--- src/rtl/ram_port_arbiter_if.sv ---
// Request/response and RAM-side signal bundle for ram_port_arbiter.
// slave = arbiter side, master = requesters plus RAM.
interface ram_port_arbiter_if #(
   parameter int ADDR_W = 4,
   parameter int DATA_W = 16,
   parameter int N_REQ  = 2
);
   logic [N_REQ-1:0]        req_valid;
   logic [N_REQ-1:0]        req_we;
   logic [N_REQ*ADDR_W-1:0] req_addr;
   logic [N_REQ*DATA_W-1:0] req_wdata;
   logic [N_REQ-1:0]        req_ready;
   logic [N_REQ-1:0]        rsp_valid;
   logic [DATA_W-1:0]       rsp_data;
   logic [ADDR_W-1:0]       ram_ra;
   logic [ADDR_W-1:0]       ram_wa;
   logic [DATA_W-1:0]       ram_data;
   logic                    ram_we;
   logic [DATA_W-1:0]       ram_result;

   modport slave (
      input  req_valid, req_we, req_addr, req_wdata, ram_result,
      output req_ready, rsp_valid, rsp_data, ram_ra, ram_wa, ram_data, ram_we
   );

   modport master (
      output req_valid, req_we, req_addr, req_wdata, ram_result,
      input  req_ready, rsp_valid, rsp_data, ram_ra, ram_wa, ram_data, ram_we
   );
endinterface

--- src/rtl/ram_port_arbiter.sv ---
// Round-robin sharing of a 1R/1W RAM; grants are combinational, read data returns one cycle
// after grant with write-first forwarding on same-address collisions; responses take no backpressure.
module ram_port_arbiter #(
   parameter int ADDR_W = 4,
   parameter int DATA_W = 16,
   parameter int N_REQ  = 2,
   parameter int ID_W   = (N_REQ > 1) ? $clog2(N_REQ) : 1
) (
   input  logic               clk,
   input  logic               reset_n,
   ram_port_arbiter_if.slave  bus
);
   logic [ID_W-1:0]   rd_ptr, wr_ptr;
   logic [ID_W-1:0]   rd_win, wr_win;
   logic [ID_W-1:0]   rd_idx, wr_idx;
   logic              rd_gnt, wr_gnt;
   logic [N_REQ-1:0]  rd_oh, wr_oh;
   logic              fwd_hit;
   logic              fwd_flag;
   logic [DATA_W-1:0] fwd_data;

   // Scan from each pointer; first candidate found wins.
   always_comb begin
      rd_gnt = 1'b0;
      wr_gnt = 1'b0;
      rd_win = '0;
      wr_win = '0;
      rd_idx = '0;
      wr_idx = '0;
      for (int k = 0; k < N_REQ; k++) begin
         rd_idx = ID_W'((int'(rd_ptr) + k) % N_REQ);
         wr_idx = ID_W'((int'(wr_ptr) + k) % N_REQ);
         if (!rd_gnt && bus.req_valid[rd_idx] && !bus.req_we[rd_idx]) begin
            rd_gnt = 1'b1;
            rd_win = rd_idx;
         end
         if (!wr_gnt && bus.req_valid[wr_idx] && bus.req_we[wr_idx]) begin
            wr_gnt = 1'b1;
            wr_win = wr_idx;
         end
      end
   end

   assign rd_oh = rd_gnt ? (N_REQ'(1) << rd_win) : '0;
   assign wr_oh = wr_gnt ? (N_REQ'(1) << wr_win) : '0;

   assign bus.req_ready = rd_oh | wr_oh;
   assign bus.ram_we    = wr_gnt;
   assign bus.ram_wa    = wr_gnt ? bus.req_addr[wr_win*ADDR_W +: ADDR_W]  : '0;
   assign bus.ram_data  = wr_gnt ? bus.req_wdata[wr_win*DATA_W +: DATA_W] : '0;
   assign bus.ram_ra    = rd_gnt ? bus.req_addr[rd_win*ADDR_W +: ADDR_W]  : '0;

   // The RAM returns pre-write data on a same-cycle collision, so capture the write instead.
   assign fwd_hit = rd_gnt && wr_gnt && (bus.ram_ra == bus.ram_wa);

   assign bus.rsp_data = fwd_flag         ? fwd_data       :
                         (|bus.rsp_valid) ? bus.ram_result : '0;

   always_ff @(posedge clk or negedge reset_n) begin
      if (!reset_n) begin
         rd_ptr        <= '0;
         wr_ptr        <= '0;
         bus.rsp_valid <= '0;
         fwd_flag      <= 1'b0;
         fwd_data      <= '0;
      end else begin
         if (rd_gnt)
            rd_ptr <= (rd_win == ID_W'(N_REQ - 1)) ? '0 : rd_win + 1'b1;
         if (wr_gnt)
            wr_ptr <= (wr_win == ID_W'(N_REQ - 1)) ? '0 : wr_win + 1'b1;
         bus.rsp_valid <= rd_oh;
         fwd_flag      <= fwd_hit;
         if (fwd_hit)
            fwd_data <= bus.ram_data;
      end
   end
endmodule
--- src/flat_wrapper.sv ---
// flat-port wrapper written by rule: the top's interface ports become plain ports
module ram_port_arbiter_flat 
#(
   parameter int ADDR_W = 4,
   parameter int DATA_W = 16,
   parameter int N_REQ  = 2,
   parameter int ID_W   = (N_REQ > 1) ? $clog2(N_REQ) : 1
)
  (clk, reset_n, bus_req_valid, bus_req_we, bus_req_addr, bus_req_wdata, bus_ram_result, bus_req_ready, bus_rsp_valid, bus_rsp_data, bus_ram_ra, bus_ram_wa, bus_ram_data, bus_ram_we);
  ram_port_arbiter_if #(.ADDR_W(ADDR_W), .DATA_W(DATA_W), .N_REQ(N_REQ)) bus_i ();
  input  logic clk;
  input  logic reset_n;
  input wire logic [$bits(bus_i.req_valid)-1:0] bus_req_valid;
  input wire logic [$bits(bus_i.req_we)-1:0] bus_req_we;
  input wire logic [$bits(bus_i.req_addr)-1:0] bus_req_addr;
  input wire logic [$bits(bus_i.req_wdata)-1:0] bus_req_wdata;
  input wire logic [$bits(bus_i.ram_result)-1:0] bus_ram_result;
  output wire logic [$bits(bus_i.req_ready)-1:0] bus_req_ready;
  output wire logic [$bits(bus_i.rsp_valid)-1:0] bus_rsp_valid;
  output wire logic [$bits(bus_i.rsp_data)-1:0] bus_rsp_data;
  output wire logic [$bits(bus_i.ram_ra)-1:0] bus_ram_ra;
  output wire logic [$bits(bus_i.ram_wa)-1:0] bus_ram_wa;
  output wire logic [$bits(bus_i.ram_data)-1:0] bus_ram_data;
  output wire logic [$bits(bus_i.ram_we)-1:0] bus_ram_we;
  assign bus_i.req_valid = bus_req_valid;
  assign bus_i.req_we = bus_req_we;
  assign bus_i.req_addr = bus_req_addr;
  assign bus_i.req_wdata = bus_req_wdata;
  assign bus_i.ram_result = bus_ram_result;
  assign bus_req_ready = bus_i.req_ready;
  assign bus_rsp_valid = bus_i.rsp_valid;
  assign bus_rsp_data = bus_i.rsp_data;
  assign bus_ram_ra = bus_i.ram_ra;
  assign bus_ram_wa = bus_i.ram_wa;
  assign bus_ram_data = bus_i.ram_data;
  assign bus_ram_we = bus_i.ram_we;
  ram_port_arbiter #(.ADDR_W(ADDR_W), .DATA_W(DATA_W), .N_REQ(N_REQ), .ID_W(ID_W)) u_core (.clk(clk), .reset_n(reset_n), .bus(bus_i));
endmodule
--- config.mk ---
export PLATFORM = sky130hd
export DESIGN_NAME = ram_port_arbiter_flat
export DESIGN_NICKNAME = d
export VERILOG_FILES = /design/src/rtl/ram_port_arbiter_if.sv /design/src/rtl/ram_port_arbiter.sv /design/src/flat_wrapper.sv
export SDC_FILE = /design/constraint.sdc
export NUM_CORES = 1
export LEC_CHECK = 0
export BUFFER_PORTS_ARGS = -buffer_cell sky130_fd_sc_hd__buf_2
export CORE_MARGIN = 4
export CORE_UTILIZATION = 42
export DETAILED_ROUTE_END_ITERATION = 10
export PLACE_DENSITY_LB_ADDON = 0.12
export SKIP_CTS_REPAIR_TIMING = 1
export SYNTH_ARGS = -nofsm -noshare
export SYNTH_HDL_FRONTEND = slang
export SYNTH_SLANG_ARGS = --single-unit
--- constraint.sdc ---
create_clock -name clk -period 2.7 [get_ports clk]
set_input_delay 0.405 -clock clk [delete_from_list [all_inputs] [get_ports clk]]
set_output_delay 0.405 -clock clk [all_outputs]
set_load 0.005 [all_outputs]
After elaboration in Yosys (flattened, before gate mapping)
Index checks and enable logic that the tools add are counted.
Word-level totals
  register bits: 21
  output and inout bits: 45
  logic and storage cells: 66
Cells by class
  $add $sub $neg: 4
  order comparisons: 4
  equal/unequal tests: 1
  shifts and indexed selects: 5
  mux-type cells: 33
  bitwise gates (word level): 1
  reduce and logical (&&, ||, !) cells: 13
Operator list (number)
  16-bit 2-to-1 mux: 3
  32-bit by 6-bit variable part select with 16-bit output: 1
  1-bit 2-to-1 mux: 26
  8-bit by 4-bit variable part select with 4-bit output: 2
  1-bit logical AND: 8
  1-bit by 2-bit < comparator with 1-bit output (second input constant): 4
  4-bit 2-to-1 mux: 2
  1-bit adder (second input constant): 4
  4-bit equality test: 1
  1-bit zero test: 4
  2-bit 2-to-1 mux: 2
  1-bit by 1-bit left shift with 2-bit output (first input constant): 2
  2-bit bitwise OR: 1
  2-bit OR reduction: 1

Logic depth before layout (Yosys ltp)
  depth in word-level cells: 13
  mapped depth: 7
  depth with buffers taken out: 5

Worst setup path before layout
No wires, ideal clock.
  path kind: input-to-reg
  start: input bus_req_we[1]
  end: register u_core.fwd_data[10]
  arrival: 1.771 ns
  path slack: 0.802 ns
  stages on the path: 7
  cells stage by stage: buf_4 and2b_1 nand3b_1 and3_1 a21oi_4 buf_8 mux2_1
Between the ends
  cells in the longest elaborated chain, start to end: 13
RTL lines
  from (decl): line flat_wrapper.sv:14  | input wire logic [$bits(bus_i.req_we)-1:0] bus_req_we;
  1-bit 2-to-1 mux (not written as such) (2 in series): line ram_port_arbiter.sv:33  | if (!rd_gnt && bus.req_valid[rd_idx] && !bus.req_we[rd_idx]) begin
  1-bit zero test: line ram_port_arbiter.sv:33
  1-bit logical AND: line ram_port_arbiter.sv:33
  1-bit 2-to-1 mux: line ram_port_arbiter.sv:33
  1-bit zero test: line ram_port_arbiter.sv:33
  1-bit logical AND (2 in series): line ram_port_arbiter.sv:33
  1-bit 2-to-1 mux: line ram_port_arbiter.sv:33
  8-bit by 4-bit variable part select with 4-bit output: line ram_port_arbiter.sv:51  | assign bus.ram_ra = rd_gnt ? bus.req_addr[rd_win*ADDR_W +: ADDR_W] : '0;
  4-bit 2-to-1 mux: line ram_port_arbiter.sv:51
  4-bit equality test: line ram_port_arbiter.sv:54  | assign fwd_hit = rd_gnt && wr_gnt && (bus.ram_ra == bus.ram_wa);
  1-bit logical AND *: line ram_port_arbiter.sv:54
  named net u_core.fwd_hit: line ram_port_arbiter.sv:18  | logic fwd_hit;
  to (signal assigned): line ram_port_arbiter.sv:74  | fwd_data <= bus.ram_data;
  to (decl): line ram_port_arbiter.sv:20  | logic [DATA_W-1:0] fwd_data;
Mark *: on every way through the listed nets, which the timed path passes. The rest lies on a longest branch. The select of a mux whose other input is x is not followed.
A chain may end at the register's enable or synchronous reset.

Worst setup path after layout
  start: register u_core.fwd_flag
  end: output bus_rsp_data[14]
Between the ends
  cells in the longest elaborated chain, start to end: 1
RTL lines
  from (decl): line ram_port_arbiter.sv:19  | logic fwd_flag;
  from (signal assigned): line ram_port_arbiter.sv:72  | fwd_flag <= fwd_hit;
  16-bit 2-to-1 mux: line ram_port_arbiter.sv:56  | assign bus.rsp_data = fwd_flag ? fwd_data :
  to (decl): line flat_wrapper.sv:20  | output wire logic [$bits(bus_i.rsp_data)-1:0] bus_rsp_data;
No other way between the ends.

==> results.md <==
* Share of cells above drive strength 1 at 0.528
* CP startpoint kind: flop
* Clk_skew at 0.000968 ns
* Mapped Cells at 127
* Worst-margin pin slew at 0.561 ns
* Reg2reg setup slack at 0.95 ns
* Largest net degree at the start of global routing at 22
* Endpoint class of the critical path: output port
* # DRC at 0
* Post-synth top area share at 0.391
* Pins Over Slew Limit at 0
* Initial antenna violation count at 0
* Max-Cap Viols at 0
* Syn-to-layout area delta at 43.1%
* Synth Area per Inst at 10.6 µm²
* Cell area after synthesis at 0.00135 mm²
* Core Region at 0.00305 mm²
* Crit path kind: reg2out
* Die width at 64.6 µm
* Synth cell count leaders: a22o_1 (40), dfrtp_1 (21), mux2_1 (9)
* #FFs+latches synth at 21
* DR iter-0 viols at 55
* Post-route minimum period at 2.05 ns
* RSZ-0062 raised after global routing: no
* Leakage at 1.10 nW
* Routed WL at 3930 µm
* Total negative slack at 0 ns
* Endpoints failing hold at 0
* Hold Crit Class: in2async
* Distinct cells, synth at 30
* DP HPWL at 3100 µm
* Syn nets at 189
* Post-synth EDFFs at 0
* YS warnings at 0
* NumNets Final at 292
* CTS Buf Count at 3
* Clock Pin Slew Worst Setup and Hold Paths at 0.10 ns
* Reg-to-Reg Start: u_core.wr_ptr
* Vias post-DR at 1,465
* CTS tree: built
* I/O pins at 107
* CTS HTree Levels at 1
* Die area at 0.00417 mm²
* Worst-skew pair later-pin latency at 0.29 ns
* First-pass DRT Iterations at 4
* Arrival time worst endpoint at 1.64 ns
* Sink Count at 21
* Antenna-violating nets left at 0
* Ys async rst share at 1.00
* Outcome: finished, final reports clean
* Num rows at 20
* Sequential element share of the synthesized area at 0.391
* Yosys top cell by area: dfrtp_1
* Vias in the first global route at 1,440
* Slew margin rel. at 0.626
* Worst-path maximum fanout at 17
* Tot GR Track Use at 0.187
* Mean number of vias per cell at 5.37
* Period Utilization, post-route at 0.758
* Port bufs at 106
* Finish-stage setup viols at 0
* Reg-to-reg critical path endpoint: u_core.fwd_data[3]
* PwrDens at 418 mW/mm²
* Ranking of synthesized cells by area: dfrtp_1 (39%), a22o_1 (26%), mux2_1 (7.5%)
* Most used DFF post-synth: dfrtp_1
* Clock Tree Buf Depth at 2
* WL per Instance at 14.4 µm
* Hold WS at 0.0377 ns
* Max Freq at 0.489 GHz
* Initial core utilization at 0.441
* Reg2Reg Depth at 4
* First-pass GRT wire length at 6260 µm
* GRT overflow at 0
* Placer Congestion at 0.729
* Top-count cell post-synth: a22o_1
* Die height at 64.6 µm
* Antenna Cells at 0
* Worst VDD drop at 328 µV
* Clock root cell: clkbuf_4
* Req. time, crit path at 2.30 ns
* Fin util at 0.630
-- cells in the final DEF, fill, tap and decap left out, drive strengths merged --
cell,n
buf,109
a22o,40
dfrtp,21
mux2,16
nand2,6
nor2,4
o21ai,4
inv,4
clkbuf,4
a21oi,3
nand3,2
a31oi,2
nand2b,1
and2b,1
o21a,1
nand3b,1
nand4,1
and3,1
or3,1
a21boi,1
o22ai,1
xnor2,1
nand4b,1
a211oi,1
a222oi,1
mux2i,1
-- layer usage --
metal | up-vias | share of wire | track usage
li1 | 702 | - | -
met1 | 684 | 0.41 | 0.210
met2 | 77 | 0.48 | 0.345
met3 | 2 | 0.10 | 0.0572
met4 | 0 | 0.0053 | 0.0369
met5 | - | 0 | 0
-- report_power, final --
part           switching (W)  internal [W]
clock              0.0000837     0.0000575
sequential         0.0000354      0.000370
combinational       0.000115      0.000142
-- cell families after synthesis --
family,Yosys count,synth area share
AO/OA/AOI/OAI,54,0.333
AND/OR/NAND/NOR,19,0.0716
flip-flops,21,0.391
XOR/XNOR,1,0.00651
buffers and inverters,15,0.0567
multiplexers,17,0.141
-- critical path, stage by stage (launching register included) --
cell and delay [ns]:
dfrtp_1 0.71, nor2_1 0.10, buf_4 0.21, a22o_1 0.20, buf_2 0.12
-- registers in the layout, indices dropped and copies added (netlist names) --
| register | count |
|---|---|
| u_core.fwd_data | 16 |
| u_core.wr_ptr | 1 |
| u_core.bus.rsp_valid | 2 |
| u_core.fwd_flag | 1 |
| u_core.rd_ptr | 1 |
-- metrics by stage --
step / cell area, µm² / instances / power, W / setup WS, ns
after floorplan: 1350 / 127 / 0.000540 / 0.802
after global placement: 1900 / 269 / 0.000662 / 0.619
after detailed placement: 1900 / 269 / 0.000672 / 0.521
after CTS: 1920 / 273 / 0.000816 / 0.632
after global routing: 1920 / 273 / 0.000860 / 0.550
final: 1920 / 273 / 0.000804 / 0.654
-- worst max-delay path by stage --
stage                               start             endpoint  slack, ns
after global routing      u_core.fwd_flag     bus_rsp_data[11]       0.55
after CTS                 u_core.fwd_flag     bus_rsp_data[14]       0.63
after detailed placement    bus_req_we[1]   u_core.fwd_data[3]       0.52
after global placement      bus_req_we[1]   u_core.fwd_data[2]       0.62
after floorplan             bus_req_we[1]  u_core.fwd_data[10]       0.80
final                     u_core.fwd_flag     bus_rsp_data[14]       0.65
-- final cells by class --
cell class	instances	area, µm²
clock buffers	4	26.3
fillers	272	1130
inverters	4	15.0
multi-input cells	91	749
flip-flops and latches	21	526
well taps	44	55.1
repair buffers	109	553
No activity file was read; power rests on OpenSTA's default activity.
